[src/rtl/fifo_pkg.sv]
// Shared async-FIFO definitions: default pointer width and Gray/binary helpers
// used by both the write-side and read-side pointer handlers.
package fifo_pkg;

    localparam int PTR_WIDTH_DEF = 3;

    typedef logic [PTR_WIDTH_DEF:0] ptr_t;

    function automatic ptr_t bin2gray(input ptr_t b);
        return (b >> 1) ^ b;
    endfunction

    function automatic ptr_t gray2bin(input ptr_t g);
        ptr_t b;
        for (int i = 0; i <= PTR_WIDTH_DEF; i++) begin
            b[i] = ^(g >> i);
        end
        return b;
    endfunction

endpackage

[src/rtl/gray2bin.sv]
// Width-parameterised combinational Gray-to-binary converter.
module gray2bin #(
    parameter int W = 4
) (
    input  logic [W-1:0] gray,
    output logic [W-1:0] bin
);

    // Each binary bit is the XOR of all Gray bits at or above its position.
    always_comb begin
        bin = '0;
        for (int i = 0; i < W; i++) begin
            bin[i] = ^(gray >> i);
        end
    end

endmodule

[src/rtl/wrptr_full_ctrl.sv]
// Write-side pointer and full/almost-full/overflow control for an async FIFO,
// running entirely in the wrclk domain against a synchronised Gray read pointer.
module wrptr_full_ctrl
    import fifo_pkg::PTR_WIDTH_DEF;
#(
    parameter int PTR_WIDTH    = PTR_WIDTH_DEF,
    parameter int AFULL_THRESH = 6
) (
    input  logic                 wrclk,
    input  logic                 wrrst,
    input  logic                 wr_en,
    input  logic [PTR_WIDTH:0]   g_rdptr_sync,
    input  logic                 clr_ovf,
    output logic [PTR_WIDTH:0]   b_wrptr,
    output logic [PTR_WIDTH:0]   g_wrptr,
    output logic                 fifo_full,
    output logic                 fifo_almost_full,
    output logic [PTR_WIDTH:0]   wr_level,
    output logic                 wr_ack,
    output logic                 overflow
);

    localparam logic [PTR_WIDTH:0] AFULL_T = (PTR_WIDTH + 1)'(AFULL_THRESH);

    logic               accept;
    logic [PTR_WIDTH:0] b_next;
    logic [PTR_WIDTH:0] g_next;
    logic [PTR_WIDTH:0] b_rdptr;
    logic [PTR_WIDTH:0] level_next;
    logic               full_next;

    gray2bin #(
        .W (PTR_WIDTH + 1)
    ) u_rd_g2b (
        .gray (g_rdptr_sync),
        .bin  (b_rdptr)
    );

    // Full when the write pointer is exactly one lap ahead of the read pointer:
    // in Gray code that means the top two bits differ and the rest match.
    always_comb begin
        accept     = wr_en & ~fifo_full;
        b_next     = b_wrptr + {{PTR_WIDTH{1'b0}}, accept};
        g_next     = (b_next >> 1) ^ b_next;
        full_next  = (g_next == {~g_rdptr_sync[PTR_WIDTH:PTR_WIDTH-1],
                                 g_rdptr_sync[PTR_WIDTH-2:0]});
        level_next = b_next - b_rdptr;
    end

    always_ff @(posedge wrclk) begin
        if (wrrst) begin
            b_wrptr          <= '0;
            g_wrptr          <= '0;
            wr_level         <= '0;
            fifo_full        <= 1'b0;
            fifo_almost_full <= 1'b0;
            wr_ack           <= 1'b0;
            overflow         <= 1'b0;
        end else begin
            b_wrptr          <= b_next;
            g_wrptr          <= g_next;
            wr_level         <= level_next;
            fifo_full        <= full_next;
            fifo_almost_full <= (level_next >= AFULL_T);
            wr_ack           <= accept;
            // A rejected write in the same cycle as a clear keeps the flag set.
            overflow         <= (wr_en & fifo_full) | (overflow & ~clr_ovf);
        end
    end

endmodule

[config.mk]
export PLATFORM = sky130hd
export DESIGN_NAME = wrptr_full_ctrl
export DESIGN_NICKNAME = d
export VERILOG_FILES = /design/src/rtl/fifo_pkg.sv /design/src/rtl/gray2bin.sv /design/src/rtl/wrptr_full_ctrl.sv
export SDC_FILE = /design/constraint.sdc
export NUM_CORES = 1
export LEC_CHECK = 0
export BUFFER_PORTS_ARGS = -buffer_cell sky130_fd_sc_hd__buf_2
export CELL_PAD_IN_SITES_DETAIL_PLACEMENT = 2
export CELL_PAD_IN_SITES_GLOBAL_PLACEMENT = 2
export CORE_UTILIZATION = 26
export DETAILED_ROUTE_END_ITERATION = 12
export PLACE_DENSITY = 0.79
export SLEW_MARGIN = 20
export SYNTH_ARGS = -nofsm -noshare
export SYNTH_HDL_FRONTEND = slang
export SYNTH_HIERARCHICAL = 1
export SYNTH_SLANG_ARGS = --single-unit
[constraint.sdc]
create_clock -name wrclk -period 2.4 [get_ports wrclk]
set_clock_uncertainty 0.2 [all_clocks]
set_input_delay 0.12 -clock wrclk [delete_from_list [all_inputs] [get_ports wrclk]]
set_output_delay 0.12 -clock wrclk [all_outputs]
set_load 0.03 [all_outputs]
==> results of run 1 <==
## cell type report
cell class              instances  area share
inverters                       5      0.0186
clock buffers                   3      0.0223
well taps                      31      0.0385
flip-flops and latches         15       0.299
multi-input cells              48       0.433
repair buffers                 31       0.184
clock inverters                 1     0.00496
## flip-flops by register name, summed over array words and instances, names as in the netlist
name and count:
b_wrptr 4, wr_level 4, g_wrptr 3, fifo_almost_full 1, fifo_full 1, overflow 1, wr_ack 1
## routing by layer
| layer | global-route usage | part of all wire | wire, microns |
|---|---|---|---|
| met1 | 0.152 | 0.42 | 840 |
| met2 | 0.255 | 0.53 | 1050 |
| met3 | 0.0140 | 0.024 | 47 |
| met4 | 0.0627 | 0.024 | 48 |
| met5 | 0 | 0 | 0 |
## worst reg2reg max path: cells and delay by family (launching register included)
kind            cells  cell delay [ns]
flops               1             0.34
xor+xnor            2             0.46
buf+inv             1             0.10
fa+ha+maj           3             0.67
simple gates        2             0.17
compound gates      2             0.30
## how the worst max path moves through the flow
stage	end	cells after the start	slack [ns]	start
3_3_place_gp	fifo_almost_full	10	0.17	fifo_full
2_1_floorplan	fifo_almost_full	10	0.002	fifo_full
6_report	fifo_almost_full	10	0.09	fifo_full
4_1_cts	fifo_almost_full	10	0.03	fifo_full
3_5_place_dp	fifo_almost_full	10	0.02	fifo_full
5_1_grt	wr_level[3]	10	-0.08	fifo_full
## report_power, final
part / switching, mW / internal [mW]
Combinational: 0.182 / 0.110
Sequential: 0.0118 / 0.284
Clock: 0.0898 / 0.0622
## what timing repair did
action,in CTS,in global routing
setup endpoints to repair,1,2
hold buffers,4,0
gates resized for setup,1,4
endpoints found under the hold margin,12,0
## logic make-up (layout without fill, tap and decap cells)
logic type / after synthesis / count (layout) / share of synthesized area
buffers and inverters: 8 / 40 / 0.0498
AND/OR/NAND/NOR: 21 / 21 / 0.143
adder cells (fa/ha/maj): 6 / 6 / 0.110
AO/OA/AOI/OAI: 6 / 6 / 0.0448
XOR/XNOR: 15 / 15 / 0.254
flip-flops: 15 / 15 / 0.399
## placed cells by master, fill, tap and decap left out
cell type and count:
xor2_1 4, nor2b_1 1, buf_2 23, dfxtp_1 14, buf_4 4, ha_4 1
dlygate4sd3_1 4, clkbuf_4 3, nor4_2 1, fa_1 1, or3_1 1, nand2_1 3
and3_2 1, ha_2 1, clkinv_2 1, inv_1 5, nor2b_2 1, nand2b_1 1
a21oi_1 2, nand3_2 1, xnor3_4 1, a21oi_2 1, o21ai_2 1, o21ai_1 2
ha_1 3, xnor2_1 6, xnor3_1 2, dfxtp_2 1, xor2_2 2, nor2_1 11
==> metrics list, run 1 <==
- Crit-path slowest cell: dfxtp_2
- Iteration count of the initial detailed-routing pass: 2
* Gp weighted congestion: roughly 0.8
* Worst Tran Pin Value: around 0.33 ns
- The region available for standard cell placement spans 2760 sq um.
- The floorplan has 19 rows.
- Number of distinct standard cells referenced by the synthesized netlist: 23
- Storage cell area: 302 sq um
- In this run the critical register-to-register path is launched from fifo_full.
- Crit path cell chain: nor2b_2 > ha_2 > ha_1 > xnor2_1 > inv_1 > ha_4 > nand2_1 > o21ai_1 > xnor3_1 > o21ai_2
- Startpoint of the lowest-slack hold path: wr_en
* Most area-consuming cells after synthesis: dfxtp_1 40%, ha_1 8.3%, xnor2_1 7.0%
* Portion of the post-synthesis area used by sequential elements: 0.399
* Routed Wire Length: 1.99 mm
- The share of synthesized area in the top cell type comes to 0.399.
- The run finished with clean final reports.
- Of all nets on the critical path, the largest fanout is 3.
* Bufs on Longest Clock Path: 2
- The count of final hold-check violations came to 0.
- Count of pins over their slew limit: 0
- The worst setup path is captured at a flop.
- After synthesis, the share of flip-flops with an asynchronous set or reset is 0.
- Once layout is complete, the utilization of the core stands at 0.366.
* GRT Util Overall: 0.135
- Total clock buffers created by CTS: 3
- Top_reg_cell synth: dfxtp_1
- Library cell with the highest instance count after synthesis: dfxtp_1
- The tool flagged a number of max-cap violations equal to 0.
- The initial utilization of the core area, before any placement, comes to 0.273.
* Clock root buffer master: clkbuf_4
- Final worst-path setup slack: around 0.093 ns
- List of most frequent post-synthesis cells: 15 x dfxtp_1, 11 x nor2_1, 6 x xnor2_1
- Using the TritonRoute via totals, the vias-per-cell ratio works out to 4.41.
- The worst hold path passes through 3 cells.
- The die is between 50 and 60 microns tall.
- After detailed routing, the average wire length per cell comes to 14.8 microns.
* Final ANT Viol Nets: 0
- The synthesized design spends more area on one cell type than any other, namely dfxtp_1.
- Cell class contributing the biggest share of worst-path delay: adder cells
- Final worst path period share: 0.961
- Final setup violation count: 0
* Sum of internal, switching and leakage power: 0.741 mW
- The tree built by TritonCTS fans out to 15 sinks.
* Number of post-CTS setup repair buffers: 0
- Summing all multi-input logic gate instances after layout gives between 400 and 500 sq um.
* Number of placed instances, taps included: between 100 and 150
- Total congestion overflow after global routing: 0
* Total vias in the final route: about 600
* HPWL after detailed placement: between 1.5 and 2 mm
* Detailed Route Iter0 Violations: 5
- Counting every net in the synthesized netlist gives 85.
- Class of the most critical hold timing path: input pin to flop
- TritonCTS built the clock tree.
* Total buffers and inverters traversed by the critical path: 1
* Rel. slew slack: 0.777
- Post-synthesis register bit count: 15
- The Yosys step of the flow raised 6 warnings.
* Register-to-register path setup slack: 0.09 ns
- Endpoint required time on the critical path: roughly 2.4 ns
* X dimension of the die: 55.8 microns
- Data arrival time of the critical path: approximately 2.4 ns
- FMAX: around 430 MHz
* Count of port buffers added during placement: 23
* Aggregate negative setup slack: 0 ns
- Capture instance of the worst register-to-register path: fifo_almost_full
- The initial antenna violation count was 0.
* Diodes inserted: 0
- Cell area after synthesis: around 750 sq um
- Counting flops with a built-in enable in the synthesized netlist gives 0.
- Die area: 3120 sq um
* Total number of nets in the final design: between 100 and 150
* Detailed-route DRC error count: 0
- Across the VDD grid, the largest voltage drop is between 0.4 and 0.5 mV.
- Leaving out filler cells and counting taps, the final layout contains approximately 130.
* Startpoint type of the worst setup path: flop
- Worst hold slack across all endpoints: about 0.015 ns
* Terminating pin of the worst hold path: wr_ack
* Placed cell area: approximately 920 sq um
* Number of fill cells: 313
- CTS built an H-tree with a depth of 1.
* Total power per unit cell area: roughly 730 nW/um^2
- Post-route cell area: between 1000 and 1500 sq um
- 24 I/O pins were placed.
* Global-route wire length before repair: around 3.2 mm
- Number of instances in the synthesized netlist: 71
- The worst path needs 2.31 ns of the cycle, external delays included.
- Measured in cells, the most critical reg-to-reg path has a length of 10.
* Mean Syn Cell Area: between 10 and 15 sq um
- Via count of the first global-routing pass: 689
* Clock latency at the later pin of the worst-skew pair: ~0.30 ns
- Of the cells placed in the final design, the portion with a size suffix greater than 1 is 0.417.
* Clock-pin transition on the worst setup and hold timing paths: about 0.09 ns
* Largest stage delay on the critical path: roughly 0.34 ns
- CP Class: flop to flop
- Worst Setup Slack post-DPL: between 0.02 and 0.025 ns
- Pin count of the biggest net entering global routing: 17
- The area growth from synthesis to layout is 33.9%.
* Leakage Power: about 0.50 nW
(Power assumes the default switching activity.)
==> run 2: changes to the inputs <==
- CELL_PAD_IN_SITES_DETAIL_PLACEMENT: 2 -> unset
- CELL_PAD_IN_SITES_GLOBAL_PLACEMENT: 2 -> unset
- CORE_UTILIZATION: 26 -> 43
- PLACE_DENSITY: 0.79 -> 0.8
==> metrics list, run 2 (synthesized netlist as in run 1, its figures left out) <==
- At the later pin of the worst-skew pair, clock insertion delay measures 0.27 ns.
- Global-route wire length before repair: roughly 2.0 mm
- Bufs on Longest Clock Path: 2
* GR met3 Demand/Resource: 0.0375
- Total clock buffers created by CTS: 3
* Die area: around 1900 sq um
* HPWL after detailed placement: between 1 and 1.5 mm
* Startpoint of the lowest-slack hold path: g_rdptr_sync[3]
- Antenna violations before repair: 0
- Highest-count cells in the layout ignoring fill and taps: 23 x buf_2, 14 x dfxtp_1, 11 x nor2_1, 6 x xnor2_1, 5 x inv_1
* X dimension of the die: about 44 microns
* Leakage Power: just under 0.5 nW
- TritonCTS clock tree: yes
- The tree built by TritonCTS fans out to 15 sinks.
- Number of fill cells: around 150
* P&R area growth vs syn: 28.2%
* Clock-pin transition on the worst setup and hold timing paths: around 0.09 ns
- The min-delay analysis places its worst path in the category input pin to flop.
- The worst setup path is of the flop to flop kind.
- Average wire per standard cell: around 11 microns
- GRT Util Overall: 0.144
- In the final layout, the share of cells above drive strength 1 is 0.392.
* Pin count of the biggest net entering global routing: 17
- Critical Path Fanout Max: 4
* Clock period minus worst slack: roughly 2.3 ns
- Number of top-level design ports: 24
- Aggregate negative setup slack: 0 ns
- The routed layout has 552 vias.
* Number of max-cap violations: 0
- At the placement stage, the worst setup path has a slack of about 0.04 ns.
- The final max-slew violation count is 0.
* Placeable Area: around 1600 sq um
* Count of port buffers added during placement: 23
- Total number of nets in the final design: around 120
* Clock root buffer master: clkbuf_4
- Most Used Layer, Global Route: met2
- Total congestion overflow after global routing: 0
- Setup repair after global routing left no endpoint under its margin.
- Routed vias/inst: between 4 and 5
* Number of post-CTS setup repair buffers: 0
- Wires add up to between 1 and 1.5 mm.
* Worst reg2reg path startpoint: fifo_full
- The worst setup path is launched from a flop.
* Final setup violation count: 0
- Data arrival time of the critical path: 2.28 ns
* IR Drop Worst-Case VDD: around 0.45 mV
- Across all setup checks in the final design, the least slack found is roughly 0.13 ns.
- FMAX: approximately 440 MHz
* Detailed Route Iter0 Violations: 4
- The flow ran to the end, and the final reports show no timing, DRC or antenna violations.
* Diodes inserted: 0
- Endpoint required time on the critical path: 2.41 ns
- Of the available clock period, the critical path in the final layout requires 0.945.
* Total power per unit cell area: between 700 and 800 nW/um^2
* Chip height: 43.9 microns
- In the final layout, the registers with the most flip-flops are b_wrptr x4, wr_level x4, g_wrptr x3.
- Iteration count of the initial detailed-routing pass: 6
* Via count of the first global-routing pass: just over 500
- Crit. Startpoint: fifo_full
* Initial Utilization: 0.478
- At the pin with the least slew margin, the transition time is 0.302 ns.
- Rel. slew slack: 0.798
* Number of levels the H-tree was split into: 1
* Num rows: 14
- The library cell used most frequently in the layout, excluding fill and tap cells, is buf_2.
- The count of final hold-check violations is 0.
* Final ANT Viol Nets: 0
- For this run, design rule violations remaining after detail routing come to 0.
* Gp weighted congestion: 0.811
* Met2 Track Usage GR: 0.242
- For met1 alone, demand over resource in global routing was 0.177.
- Endpoint type of the worst setup path: flop
run 2: changes by cell type in the layout (fill, tap and decap cells not counted):
| cell | before | now |
|---|---|---|
| a21oi_1 | 2 | 3 |
| ha_1 | 3 | 4 |
| buf_4 | 4 | 3 |
| ha_4 | 1 | 0 |
| a21oi_2 | 1 | 0 |
run 2: worst max-delay path, cell delays in order, from the launching register on:
cell	delay, ns
dfxtp_2	0.35
nor2b_2	0.05
ha_2	0.18
ha_1	0.37
inv_1	0.10
fa_1	0.40
xor2_1	0.16
or3_1	0.33
o21ai_2	0.06
run 2: stage by stage:
| stage | std cells | instance area (sq um) | utilization | power (mW) | hold slack, ns |
|---|---|---|---|---|---|
| 2_1_floorplan | 71 | 754 | - | 0.494 | -0.0164 |
| 3_3_place_gp | 110 | 893 | 0.567 | 0.555 | 0.183 |
| 3_5_place_dp | 110 | 893 | 0.567 | 0.561 | 0.183 |
| 4_1_cts | 118 | 961 | 0.610 | 0.706 | 0.0303 |
| 5_1_grt | 118 | 966 | 0.613 | 0.743 | 0.0278 |
| 6_report | 118 | 966 | 0.613 | 0.697 | 0.0350 |
run 2: routing by layer:
| layer | up-vias | part of all wire |
|---|---|---|
| li1 | 287 | - |
| met1 | 249 | 0.46 |
| met2 | 14 | 0.49 |
| met3 | 2 | 0.035 |
| met4 | 0 | 0.012 |
| met5 | - | 0 |
run 2: final cells by class:
type                       count  area, sq um  area share
multi-input combinational     48          420       0.435
tap                           16         20.0      0.0207
clock inverter                 1         5.00     0.00518
sequential                    15          302       0.312
inverter                       5         18.8      0.0194
clock buffer                   3         22.5      0.0233
timing repair buffer          30          178       0.184
run 2: worst paths after layout:
kind	to	cells past startpoint	slack (ns)
worst min register to register	wr_ack	2	0.35
worst max register to register	fifo_almost_full	8	0.13
worst min-delay path	fifo_full	3	0.03
worst max-delay path	fifo_almost_full	8	0.13
run 2: timing repair:
| action | in CTS | in global routing |
|---|---|---|
| endpoints found under the hold margin | 9 | 0 |
| gates resized for setup | 0 | 3 |
| hold buffers | 4 | 0 |
| endpoints found under the setup margin | 0 | 2 |
run 2: power breakdown:
group / switching (mW) / internal [mW]
Clock: 0.0771 / 0.0616
Sequential: 0.0102 / 0.284
Combinational: 0.164 / 0.101
